===== config.mk =====
export PLATFORM = sky130hd
export DESIGN_NAME = fifo_uart_tx
export DESIGN_NICKNAME = d
export VERILOG_FILES = /design/src/rtl/fifo_uart_tx_pkg.sv /design/src/rtl/uart_bit_timer.sv /design/src/rtl/fifo_uart_tx.sv
export SDC_FILE = /design/constraint.sdc
export NUM_CORES = 1
export LEC_CHECK = 0
export CORE_MARGIN = 1.5
export CORE_UTILIZATION = 49
export DETAILED_ROUTE_END_ITERATION = 8
export PLACE_DENSITY = 0.73
export RECOVER_POWER = 100
export SLEW_MARGIN = 40
export SYNTH_ARGS = -nofsm -noshare
export SYNTH_HDL_FRONTEND = slang
export SYNTH_SLANG_ARGS = --single-unit

===== constraint.sdc =====
create_clock -name clk -period 2.1 [get_ports clk]
set_clock_uncertainty 0.15 [all_clocks]
set_input_delay 0.315 -clock clk [delete_from_list [all_inputs] [get_ports clk]]
set_output_delay 0.315 -clock clk [all_outputs]
set_load 0.03 [all_outputs]

===== src/rtl/fifo_uart_tx_pkg.sv =====
// Shared UART definitions: transmitter/receiver state encoding and default bit timing.
package fifo_uart_tx_pkg;

    typedef enum logic [1:0] {
        ST_IDLE  = 2'd0,
        ST_START = 2'd1,
        ST_DATA  = 2'd2,
        ST_STOP  = 2'd3
    } uart_state_t;

    // 100 MHz core clock at 115200 baud
    localparam int DEFAULT_CLKS_PER_BIT = 868;

endpackage


===== src/rtl/uart_bit_timer.sv =====
// Loadable down-counter for UART bit timing; o_tc is high while the count sits at zero.
// Latency: loading N gives o_tc N cycles later; no backpressure, counter parks at zero.
module uart_bit_timer #(
    parameter int W = 10
) (
    input  logic         clk,
    input  logic         reset,
    input  logic         i_load,
    input  logic [W-1:0] i_load_val,
    output logic         o_tc
);

    logic [W-1:0] r_cnt;

    assign o_tc = (r_cnt == '0);

    always_ff @(posedge clk) begin
        if (reset) begin
            r_cnt <= '0;
        end else if (i_load) begin
            r_cnt <= i_load_val;
        end else if (r_cnt != '0) begin
            r_cnt <= r_cnt - 1'b1;
        end
    end

endmodule


===== src/rtl/fifo_uart_tx.sv =====
// Pops words from a fall-through FIFO and sends each as a start/LSB-first data/stop UART frame.
// Latency: tx falls the cycle after rd; rd only from IDLE, so the FIFO holds words while a frame runs.
module fifo_uart_tx
    import fifo_uart_tx_pkg::*;
#(
    parameter int B            = 8,
    parameter int CLKS_PER_BIT = DEFAULT_CLKS_PER_BIT,
    parameter int STOP_BITS    = 1
) (
    input  logic         clk,
    input  logic         reset,
    input  logic         en,
    input  logic         empty,
    input  logic [B-1:0] r_data,
    output logic         rd,
    output logic         tx,
    output logic         busy,
    output logic         tx_done_tick
);

    localparam int TW = $clog2(STOP_BITS * CLKS_PER_BIT);
    localparam int BW = (B > 1) ? $clog2(B) : 1;

    localparam logic [TW-1:0] BIT_LOAD  = TW'(CLKS_PER_BIT - 1);
    localparam logic [TW-1:0] STOP_LOAD = TW'(STOP_BITS * CLKS_PER_BIT - 1);
    localparam logic [BW-1:0] LAST_BIT  = BW'(B - 1);

    uart_state_t   r_state;
    uart_state_t   w_state_nxt;
    logic [B-1:0]  r_sreg;
    logic [BW-1:0] r_bit_cnt;
    logic          w_load;
    logic [TW-1:0] w_load_val;
    logic          w_tc;
    logic          w_shift;

    uart_bit_timer #(
        .W (TW)
    ) u_bit_timer (
        .clk        (clk),
        .reset      (reset),
        .i_load     (w_load),
        .i_load_val (w_load_val),
        .o_tc       (w_tc)
    );

    assign busy = (r_state != ST_IDLE);

    always_comb begin
        w_state_nxt  = r_state;
        w_load       = 1'b0;
        w_load_val   = BIT_LOAD;
        w_shift      = 1'b0;
        rd           = 1'b0;
        tx           = 1'b1;
        tx_done_tick = 1'b0;
        case (r_state)
            ST_IDLE: begin
                // reset gate keeps a held-in-reset transmitter from draining the FIFO
                if (en && !empty && !reset) begin
                    rd          = 1'b1;
                    w_load      = 1'b1;
                    w_state_nxt = ST_START;
                end
            end
            ST_START: begin
                tx = 1'b0;
                if (w_tc) begin
                    w_load      = 1'b1;
                    w_state_nxt = ST_DATA;
                end
            end
            ST_DATA: begin
                tx = r_sreg[0];
                if (w_tc) begin
                    w_load = 1'b1;
                    if (r_bit_cnt == LAST_BIT) begin
                        w_load_val  = STOP_LOAD;
                        w_state_nxt = ST_STOP;
                    end else begin
                        w_shift = 1'b1;
                    end
                end
            end
            ST_STOP: begin
                if (w_tc) begin
                    tx_done_tick = 1'b1;
                    w_state_nxt  = ST_IDLE;
                end
            end
            default: w_state_nxt = ST_IDLE;
        endcase
    end

    always_ff @(posedge clk) begin
        if (reset) begin
            r_state   <= ST_IDLE;
            r_sreg    <= '0;
            r_bit_cnt <= '0;
        end else begin
            r_state <= w_state_nxt;
            if (rd) begin
                r_sreg    <= r_data;
                r_bit_cnt <= '0;
            end else if (w_shift) begin
                r_sreg    <= r_sreg >> 1;
                r_bit_cnt <= r_bit_cnt + 1'b1;
            end
        end
    end

endmodule

## Word-level counts from Yosys, hierarchy flattened

Index checks and enable logic that the tools add are counted.

- Register bits: 23
- Latch bits: 0
- Memory bits (writable): 0
- Memory bits (read-only): 0
- Output and inout bits: 4
- Word-level logic and storage cells: 49
- Memories kept: 0

- Add/sub/neg operators: 2
- Multipliers: 0
- Divide/modulo/power cells: 0
- Magnitude comparators: 0
- Eq/ne operators: 9
- Shifts and indexed selects: 0
- Mux-type cells: 19
- Bitwise logic cells: 0
- Reduce and logical (&&, ||, !) cells: 14

Operators by type and width:

| operator | count |
|---|---|
| 10-bit two-way mux | 2 |
| 8-bit two-way mux | 2 |
| 10-bit zero test | 1 |
| 2-bit two-way mux | 5 |
| 10-bit nonzero test | 1 |
| 10-bit by 1-bit subtractor with 10-bit output (second input constant) | 1 |
| 2-bit one-hot mux with 4 select lines | 1 |
| 1-bit two-way mux | 7 |
| 2-bit by 1-bit inequality test with 1-bit output (second input constant) | 3 |
| 2-bit nonzero test | 3 |
| 2-bit OR reduction | 3 |
| 5-bit AND reduction | 1 |
| 2-bit == test (second input constant) | 2 |
| 2-bit inequality test (second input constant) | 2 |
| 1-bit one-hot mux with 2 select lines | 2 |
| 3-bit by 1-bit adder with 3-bit output (second input constant) | 1 |
| 3-bit == test (second input constant) | 1 |
| 2-bit by 1-bit == test with 1-bit output (second input constant) | 1 |
| 1-bit logical AND | 2 |
| 1-bit zero test | 2 |
| 2-bit zero test | 1 |

## Depth between registers and ports, before layout

- Word-level depth: 6
- Mapped depth: 7
- Depth with buffers taken out: 6

## By module

From an unflattened synthesis, not the netlist that was laid out.

- Cell total of the unflattened synthesis: 151
- Area, all modules: 1360.1 sq um

Modules (own cells, without submodules):

| module | times used | cells an instance | area each (sq um) | seq. area each (sq um) |
|---|---|---|---|---|
| fifo_uart_tx | 1 | 78 | 747.0 | 260.2 |
| uart_bit_timer | 1 | 73 | 613.1 | 200.2 |

## Least setup slack after synthesis

No wires, ideal clock.

- Path kind: register -> output
- From: register u_bit_timer.r_cnt[0]
- To: output port tx_done_tick
- Arrival time: 1.972 ns
- Slack: -0.337 ns
- Stages on the path, launching flop included: 7
- Cells stage by stage: dfxtp_1 > inv_1 > ha_1 > or4b_1 > or3_1 > buf_2 > nor2_1

- Longest elaborated chain between the ends: 3

Ends and longest elaborated chain:

| item | RTL line | text |
|---|---|---|
| start, declared | uart_bit_timer.sv:13 | `logic [W-1:0] r_cnt;` |
| start signal, assigned | uart_bit_timer.sv:21 | `r_cnt <= i_load_val;` |
| start signal, assigned | uart_bit_timer.sv:23 | `r_cnt <= r_cnt - 1'b1;` |
| 10-bit zero test | uart_bit_timer.sv:15 | `assign o_tc = (r_cnt == '0);` |
| 1-bit two-way mux | fifo_uart_tx.sv:86 | `if (w_tc) begin` |
| 1-bit two-way mux | fifo_uart_tx.sv:57 | `case (r_state)` |
| end, declared | fifo_uart_tx.sv:18 | `output logic tx_done_tick` |

No other way between the ends.

## Worst setup path after layout

Same ends and word-level chain as after synthesis.

==> results.json <==
{
  "yosysTopAreaCell": "dfxtp_1",
  "die_width_um": 54.3,
  "cts_tree": "yes",
  "ant_nets": 0,
  "syn_nets": 166,
  "hold_end": "r_sreg[7]",
  "required_ns": 1.63,
  "fin_ws_ns": -0.273,
  "rr_endpoint": "r_sreg[6]",
  "hold_viol_final": 0,
  "antenna_found_initial": 0,
  "max-vdd-ir-drop_mv": 0.898,
  "detailed_place_hpwl_mm": 2.16,
  "critPathKind": "register to output port",
  "drt_wl_total_mm": 3.18,
  "die_h_um": 54.3,
  "critPathLaunchType": "register",
  "yosysWarnings": 0,
  "min_from": "r_sreg[7]",
  "setup_viol": 17,
  "drt_first_pass_iters": 4,
  "violations": "negative setup slack",
  "synth-edff-count": 0,
  "final_area_mm2": 0.00185,
  "cts_sinks": 23,
  "end_kind": "output port",
  "syn_avg_cell_area_um2": 8.95,
  "track_usage_pct": 24.1,
  "ys_seq_area_share_pct": 35.7,
  "root_buffer": "clkbuf_4",
  "powerDensity_mw_per_mm2": 1300,
  "cp_max_fo": 2,
  "holdPathStages": 2,
  "drc": 0,
  "slew_viol_final": 0,
  "dpl.cell_count": 203,
  "wl_met3_um": 98,
  "hp-class": "register to register",
  "m1WireLength_mm": 1.58,
  "syn2layout_area_growth_pct": 43.4,
  "syn_inst": 144,
  "syn-cell-area_mm2": 0.00129,
  "ff2ff_path_depth": 7,
  "viasPerCell": 5.80,
  "fin_crit_sh_pct": 113,
  "top_layer": "met4",
  "power.leakage_nw": 0.707,
  "synth_top_cell_area_share_pct": 35.7,
  "cts_hold_buf": 0,
  "grt_pass1_vias": 1104,
  "fmax_mhz": 421,
  "arrival_ns": 1.91,
  "rsz0062_at_grt": "true",
  "port_buffers": 15,
  "yosys_register_bits": 23,
  "cts_buffers": 3,
  "yosysMostFrequentCell": "dfxtp_1",
  "maxCapViolations": 0,
  "rows": 18,
  "drive_gt1_share_pct": 35.7,
  "netlist-cell-type-count": 34,
  "grt_pass1_wl_mm": 5.08,
  "fin_cells": 212,
  "clock_latency_ns": 0.32,
  "place_area_mm2": 0.00166,
  "regToRegStartpoint": "u_bit_timer.r_cnt[7]",
  "wl_per_cell_um": 15.0,
  "synth_flop_cell": "dfxtp_1",
  "drt_iter0_drc": 23,
  "power_mw": 2.40,
  "max_slew_margin_pct": 68.7,
  "diodes": 0,
  "period_minus_slack_ns": 2.37,
  "ys_top_cells_by_count": "dfxtp_1 (23), nor3_1 (16), mux2i_1 (12), ha_1 (10), a211oi_1 (9)",
  "h-tree-depth": 1,
  "wl_met2_mm": 1.46,
  "grt_max_degree": 24,
  "vias": 1230,
  "pin_count": 16,
  "async_flop_share_pct": 0,
  "start_util_pct": 52.0,
  "nets": 205,
  "place.gp.congestion": 0.880,
  "dieArea_mm2": 0.00295,
  "regToRegSetupSlack_ns": -0.15,
  "coreArea_mm2": 0.00248,
  "worst_pin_slew_ns": 0.469,
  "cts_buffer_depth": 2,
  "hold_slack_ns": 0.354,
  "final_util_pct": 74.6,
  "synthTopCellsByArea": "dfxtp_1 (36%), ha_1 (9.7%), mux2i_1 (9.3%)",
  "outcome": "finished, violations left",
  "path_clk_slew_ns": 0.14,
  "grt_overflow_total": 0
}
## through the flow
step	setup WS (ns)	setup TNS (ns)
5_1_grt	-0.334	-3.33
2_1_floorplan	-0.0222	-0.0222
3_5_place_dp	-0.0317	-0.0820
4_1_cts	-0.310	-0.843
3_3_place_gp	0.00271	0
6_report	-0.273	-2.02
## power breakdown
part	total [mW]	switching [mW]	leakage, nW	internal, mW
registers	0.635	0.0876	0.189	0.547
logic	1.55	0.776	0.500	0.777
clock network	0.215	0.144	0.0177	0.0713
## how the worst max path moves through the flow
stage                                     from            to  slack (ns)  cells after the start
after detailed placement  u_bit_timer.r_cnt[0]  tx_done_tick       -0.03                      6
after global placement    u_bit_timer.r_cnt[0]  tx_done_tick       0.003                      6
final                     u_bit_timer.r_cnt[0]  tx_done_tick       -0.27                      6
after global routing      u_bit_timer.r_cnt[0]  tx_done_tick       -0.33                      6
after CTS                 u_bit_timer.r_cnt[0]  tx_done_tick       -0.31                      6
after floorplan           u_bit_timer.r_cnt[4]  tx_done_tick       -0.02                      6
## critical path: stages, from the launching register on
cell     delay (ns)
dfxtp_2        0.35
inv_2          0.07
ha_4           0.13
or4b_4         0.45
or3_4          0.37
nor2_4         0.09
buf_6          0.13
## cell usage in the layout, fill, tap and decap left out, drive strengths merged, types with 2 or more instances in the layout
cell and n:
xnor2 2, nand2 4, o31ai 2, ha 10
nand2b 3, or4 3, clkdlybuf4s50 11, or3 2
dfxtp 23, a21oi 7, a31oi 3, nor2 3
o31a 2, nor4 7, inv 8, a211oi 9
buf 31, clkbuf 4, nor3b 2, mux2i 12
nor3 16, o21ai 5
## metal layers
| layer | GRT usage (%) | up-vias |
|---|---|---|
| li1 | - | 615 |
| met1 | 33.8 | 583 |
| met2 | 37.6 | 28 |
| met3 | 3.28 | 4 |
| met4 | 9.17 | 0 |
| met5 | 0 | - |
## logic make-up after synthesis
group,synth area share [%]
xor gates and xnor gates,1.36
buffers and inverters,5.53
muxes,10.5
adders and majority gates,9.71
and+or+nand+nor,21.1
AOI/OAI and AO/OA,16.1
DFF,35.7
## sequential cells by signal, indices dropped and copies added, names as in the netlist
name and flops:
u_bit_timer.r_cnt 10, r_sreg 8, r_bit_cnt 3, r_state 2
## timing repair
item | CTS | global route
cloned | 1 | 0
pin swaps | 7 | 7
setup endpoints to repair | 7 | 24
buffers inserted | 2 | 2
gates resized for setup | 12 | 23
## final cells by class
| type | count | area, um^2 |
|---|---|---|
| repair buffers | 44 | 392 |
| clock inverters | 1 | 5.00 |
| inverters | 8 | 30.0 |
| multi-input cells | 103 | 898 |
| flip-flops and latches | 23 | 463 |
| fillers | 186 | 629 |
| well taps | 30 | 37.5 |
| clock buffers | 3 | 22.5 |
Note: power is estimated with default switching activity, not from simulation.
